File: src/rtl/cfo_pkg.sv
// cfo_pkg: shared width default, FSM encoding and phase type for the CFO control path.
package cfo_pkg;
   localparam int PHASE_WIDTH = 24;
   localparam logic [1:0] ST_IDLE    = 2'd0;
   localparam logic [1:0] ST_TRACK   = 2'd1;
   localparam logic [1:0] ST_FILTER  = 2'd2;
   localparam logic [1:0] ST_PENDING = 2'd3;
   typedef logic signed [PHASE_WIDTH-1:0] phase_t;
endpackage

File: src/rtl/cfo_iir_step.sv
// cfo_iir_step: one first-order IIR update acc + ((est - acc) >>> shift), bypassed on the first sample.
module cfo_iir_step import cfo_pkg::*; #(
   parameter int W  = PHASE_WIDTH,
   parameter int SW = 4
) (
   input  logic signed [W-1:0]  acc_i,
   input  logic signed [W-1:0]  est_i,
   input  logic                 acc_valid_i,
   input  logic [SW-1:0]        shift_i,
   output logic signed [W-1:0]  acc_o
);
   logic signed [W:0] diff, step, sum;
   // One guard bit keeps est - acc exact; the sum always lands between acc and est.
   always_comb begin
      diff  = (W+1)'(est_i) - (W+1)'(acc_i);
      step  = diff >>> shift_i;
      sum   = (W+1)'(acc_i) + step;
      acc_o = (!acc_valid_i || shift_i == '0) ? est_i : sum[W-1:0];
   end
endmodule

File: src/rtl/cfo_ctrl.sv
// cfo_ctrl: filters CFO estimates and commits phase_cfo to cfo_corr only at packet boundaries.
module cfo_ctrl #(
   parameter int PHASE_WIDTH = cfo_pkg::PHASE_WIDTH,
   parameter int SHIFT_WIDTH = 4,
   parameter int CNT_WIDTH   = 16
) (
   input  logic                          clk,
   input  logic                          reset,
   input  logic                          run_rx,
   input  logic                          est_tvalid,
   output logic                          est_tready,
   input  logic signed [PHASE_WIDTH-1:0] est_tdata,
   input  logic                          in_tvalid,
   input  logic                          in_tready,
   input  logic                          in_tlast,
   input  logic [SHIFT_WIDTH-1:0]        cfg_alpha_shift,
   input  logic                          cfg_manual_en,
   input  logic signed [PHASE_WIDTH-1:0] cfg_manual_phase,
   output logic signed [PHASE_WIDTH-1:0] phase_cfo,
   output logic                          pending,
   output logic [CNT_WIDTH-1:0]          upd_cnt
);
   import cfo_pkg::*;
   logic [1:0] state_q, state_d;
   logic signed [PHASE_WIDTH-1:0] est_q, acc_q, phase_q, man_phase_q, acc_nxt;
   logic acc_valid_q, in_pkt_q, man_en_q;
   logic [CNT_WIDTH-1:0] cnt_q;
   logic beat, est_beat, bnd, man_chg, commit;

   cfo_iir_step #(.W(PHASE_WIDTH), .SW(SHIFT_WIDTH)) u_iir (
      .acc_i       (acc_q),
      .est_i       (est_q),
      .acc_valid_i (acc_valid_q),
      .shift_i     (cfg_alpha_shift),
      .acc_o       (acc_nxt)
   );

   assign est_tready = run_rx && state_q == ST_TRACK;
   assign pending    = state_q == ST_PENDING;
   assign phase_cfo  = phase_q;
   assign upd_cnt    = cnt_q;

   always_comb begin
      beat     = in_tvalid & in_tready;
      est_beat = est_tvalid & est_tready;
      bnd      = !in_pkt_q || (beat && in_tlast);
      man_chg  = cfg_manual_en != man_en_q || cfg_manual_phase != man_phase_q;
      commit   = run_rx && state_q == ST_PENDING && bnd;
      state_d  = !run_rx                  ? ST_IDLE :
                 state_q == ST_IDLE       ? ST_TRACK :
                 state_q == ST_TRACK      ? (est_beat ? ST_FILTER : man_chg ? ST_PENDING : ST_TRACK) :
                 state_q == ST_FILTER     ? ST_PENDING :
                 bnd                      ? ST_TRACK : ST_PENDING;
   end

   always_ff @(posedge clk) begin
      if (reset) begin
         state_q     <= ST_IDLE;
         est_q       <= '0;
         acc_q       <= '0;
         acc_valid_q <= 1'b0;
         in_pkt_q    <= 1'b0;
         phase_q     <= '0;
         cnt_q       <= '0;
         man_en_q    <= 1'b0;
         man_phase_q <= '0;
      end else begin
         state_q     <= state_d;
         in_pkt_q    <= beat ? !in_tlast : in_pkt_q;
         man_en_q    <= cfg_manual_en;
         man_phase_q <= cfg_manual_phase;
         if (est_beat) est_q <= est_tdata;
         if (run_rx && state_q == ST_FILTER) begin
            acc_q       <= acc_nxt;
            acc_valid_q <= 1'b1;
         end
         if (commit) begin
            phase_q <= cfg_manual_en ? cfg_manual_phase : acc_q;
            cnt_q   <= cnt_q + 1'b1;
         end
      end
   end
endmodule

File: config.mk
export PLATFORM = sky130hd
export DESIGN_NAME = cfo_ctrl
export DESIGN_NICKNAME = d
export VERILOG_FILES = /design/src/rtl/cfo_pkg.sv /design/src/rtl/cfo_iir_step.sv /design/src/rtl/cfo_ctrl.sv
export SDC_FILE = /design/constraint.sdc
export NUM_CORES = 1
export LEC_CHECK = 0
export CAP_MARGIN = 20
export CELL_PAD_IN_SITES_DETAIL_PLACEMENT = 1
export CELL_PAD_IN_SITES_GLOBAL_PLACEMENT = 2
export CORE_AREA = 2 2 171 173
export DETAILED_ROUTE_END_ITERATION = 10
export DIE_AREA = 0 0 173 175
export HOLD_SLACK_MARGIN = 0.1
export PLACE_DENSITY = 0.78
export RECOVER_POWER = 25
export SETUP_SLACK_MARGIN = 0.15
export SYNTH_ARGS = -nofsm -noshare
export SYNTH_HDL_FRONTEND = slang
export SYNTH_SLANG_ARGS = --single-unit
export TNS_END_PERCENT = 50
File: constraint.sdc
create_clock -name clk -period 5.45 [get_ports clk]
set_input_delay 1.09 -clock clk [delete_from_list [all_inputs] [get_ports clk]]
set_output_delay 1.09 -clock clk [all_outputs]
set_load 0.1 [all_outputs]
==> impl_metrics.json <==
{
  "fmax_mhz": 186,
  "crit_type": "reg -> reg",
  "dp_cells": 1652,
  "grt_util_all_layers": 0.217,
  "drtIter0Drc": 542,
  "worstHoldPathType": "reg -> reg",
  "drive_gt1_frac": 0.244,
  "peakVddDrop_mv": 0.208,
  "io_pins": 102,
  "setup_viol": 0,
  "critical-path-max-stage-delay_ps": 360,
  "maxSlewHeadroom": -1.36,
  "drt_wl_total_um": 33400,
  "cts.sinks": 117,
  "placed_cell_area_um2": 11100,
  "grt_overflow": 0,
  "min_path_cells": 2,
  "violations": "max-capacitance violations, max-slew violations",
  "synth.mux.area_fraction": 0.0780,
  "antenna_found_initial": 0,
  "diodes": 0,
  "die_x_um": 173,
  "grt_max_degree": 79,
  "synth_top_family_by_area": "compound AO/OA/AOI/OAI gates",
  "drc_errors": 0,
  "outcome": "finished, violations left",
  "synth_compound_area_frac": 0.259,
  "synth_edf_count": 0,
  "grt_pass1_vias": 9271,
  "place.gp.congestion": 0.860,
  "synth_area_leaders": "dfxtp_1 (27%), ha_1 (7.2%), a211oi_1 (5.5%)",
  "fin_cells": 1709,
  "fin_area_um2": 12400,
  "cts_root_buf": "clkbuf_16",
  "portBuffers": 101,
  "finalClockSkew_ps": 12.4,
  "worst_pin_slew_ps": 3540,
  "seq_area_frac_synth": 0.270,
  "cts_tree": "yes",
  "first_pass_iters": 5,
  "die_h_um": 175,
  "syn2layout_area_growth_pct": 43.0,
  "clk_pin_slew_ps": 60,
  "ant_nets": 0,
  "layout.nets": 1424,
  "place_hpwl_um": 25500,
  "grt_pass1_wl_um": 51900,
  "synthAdderAreaFrac": 0.0767,
  "arrival_ps": 5720,
  "drv_slew": 79,
  "synth-async-reset-ratio": 0,
  "p_leak_nw": 4.95,
  "cts_buffers": 17,
  "worstSkewPairLatency_ps": 430,
  "crit_path_top_delay_cell": "fa_2",
  "synth_cells": 1076,
  "worstRegToRegCells": 28,
  "synth_area_um2": 8680,
  "wire_per_inst_um": 19.5,
  "hold_slack_ps": 498,
  "dieArea_um2": 30300,
  "ys_ff_latch": 117,
  "htreeDepth": 4,
  "synth-warning-count": 0,
  "end_kind": "flip-flop",
  "syn_avg_cell_area_um2": 8.07,
  "syn_nets": 1188,
  "ys.flop_type": "dfxtp_1",
  "yosys.area_share.simple": 0.200,
  "synth_xor_area_frac": 0.0705,
  "vias_per_cell": 5.30,
  "finalCritPeriodShare": 0.985,
  "rsz0062_at_grt": "true",
  "rows": 62,
  "p_per_area_nw_per_um2": 272,
  "required_ps": 5800,
  "cts.path.max_buffers": 2,
  "synth.top_cell.area_share": 0.270,
  "crit_path_max_fanout": 3,
  "startpoint_type": "flip-flop",
  "maxCapViolations": 1,
  "core-area_um2": 28400,
  "synth_cell_types": 84,
  "synth_largest_area_cell": "dfxtp_1",
  "vias": 9062,
  "hold_viol_final": 0,
  "start_util": 0.306,
  "period_minus_slack_ps": 5370
}
==> path summary, 6_finish.rpt <==
kind / to / from / slack, ps
min: est_q[21] / est_q[21] / 500
min reg2reg: est_q[21] / est_q[21] / 500
max: acc_q[22] / est_q[0] / 80
max reg2reg: acc_q[22] / est_q[0] / 80
==> area by class of cell <==
class / count / area (µm²)
Tap cell: 384 / 480
Sequential cell: 117 / 2340
Inverter: 43 / 161
Clock inverter: 9 / 151
Clock buffer: 23 / 458
Timing Repair Buffer: 278 / 2390
Multi-Input combinational cell: 855 / 6420
Fill cell: 3313 / 16000
==> synth_stat cells (all sizes together), types with 5 or more instances <==
library cell	count
mux4	7
nand2b	10
o31ai	7
or3	10
nor4	7
and2	8
a21oi	83
mux2i	41
mux2	9
nor2b	31
xnor2	49
a311oi	7
ha	50
o21ai	34
nor3	20
a211oi	66
o21a	12
and3	14
a21o	23
clkbuf	52
nand2	119
a31oi	6
a211o	5
or2	5
buf	9
o211ai	10
xor2	20
dfxtp	117
nand3	20
nand4	15
o21bai	6
a221oi	9
inv	42
nor2	95
==> per-stage QoR <==
stage	setup slack, ps	setup TNS (ps)	utilization	total power, W
floorplan	371	0	-	0.00161
global placement	-205	-232	0.390	0.00206
detailed placement	-203	-686	0.391	0.00208
CTS	156	0	0.423	0.00332
global route	-200	-1730	0.437	0.00355
finish	79.2	0	0.437	0.00338
==> kinds of logic after synthesis <==
family	after synthesis
compound gates	312
xor+xnor	69
fa+ha+maj	52
buf+inv	104
flops	117
mux	57
simple gates	365
==> power by group <==
| part | switching, W | internal, W |
|---|---|---|
| Clock | 0.000395 | 0.000774 |
| Sequential | 0.0000145 | 0.000877 |
| Combinational | 0.000673 | 0.000647 |
| Total | 0.00108 | 0.00230 |
==> critical path: cells and delay by family (launching register included) <==
family | cells | cell delay (ps)
and+or+nand+nor | 2 | 260
adders and majority gates | 3 | 830
buffers and inverters | 8 | 980
muxes | 2 | 350
AOI/OAI and AO/OA | 13 | 2580
DFF | 1 | 320
==> per-layer routing <==
metal,part of all wire,global-route usage,up-vias
met1,0.46,0.278,4417
met5,0,0,-
met3,0.042,0.0411,51
met4,0.027,0.0802,0
met2,0.47,0.362,210
li1,-,-,4384
==> sequential cells by signal, summed over array words and instances (netlist names) <==
signal	count
est_q	24
acc_q	24
man_en_q	1
state_q	2
phase_cfo	24
upd_cnt	16
in_pkt_q	1
acc_valid_q	1
man_phase_q	24
==> repair_timing <==
item,in CTS,in global routing
hold buffers,0,0
setup buffers,11,12
pin swaps,29,42
endpoints found under the setup margin,10,17
gates resized for setup,43,59
==> cells in the final DEF, fill, tap and decap left out, types with 17 or more instances in the layout <==
cell type	count
a211oi_1	56
nand2_1	119
nor2b_1	30
nor2_1	91
clkdlybuf4s50_1	100
o21ai_0	19
a21oi_1	69
inv_1	40
xor2_1	18
mux2i_1	39
xnor2_1	47
dfxtp_1	115
buf_4	170
nand3_1	19
ha_1	35
clkbuf_16	17
a21o_1	23
No activity file was read; power rests on OpenSTA's default activity.
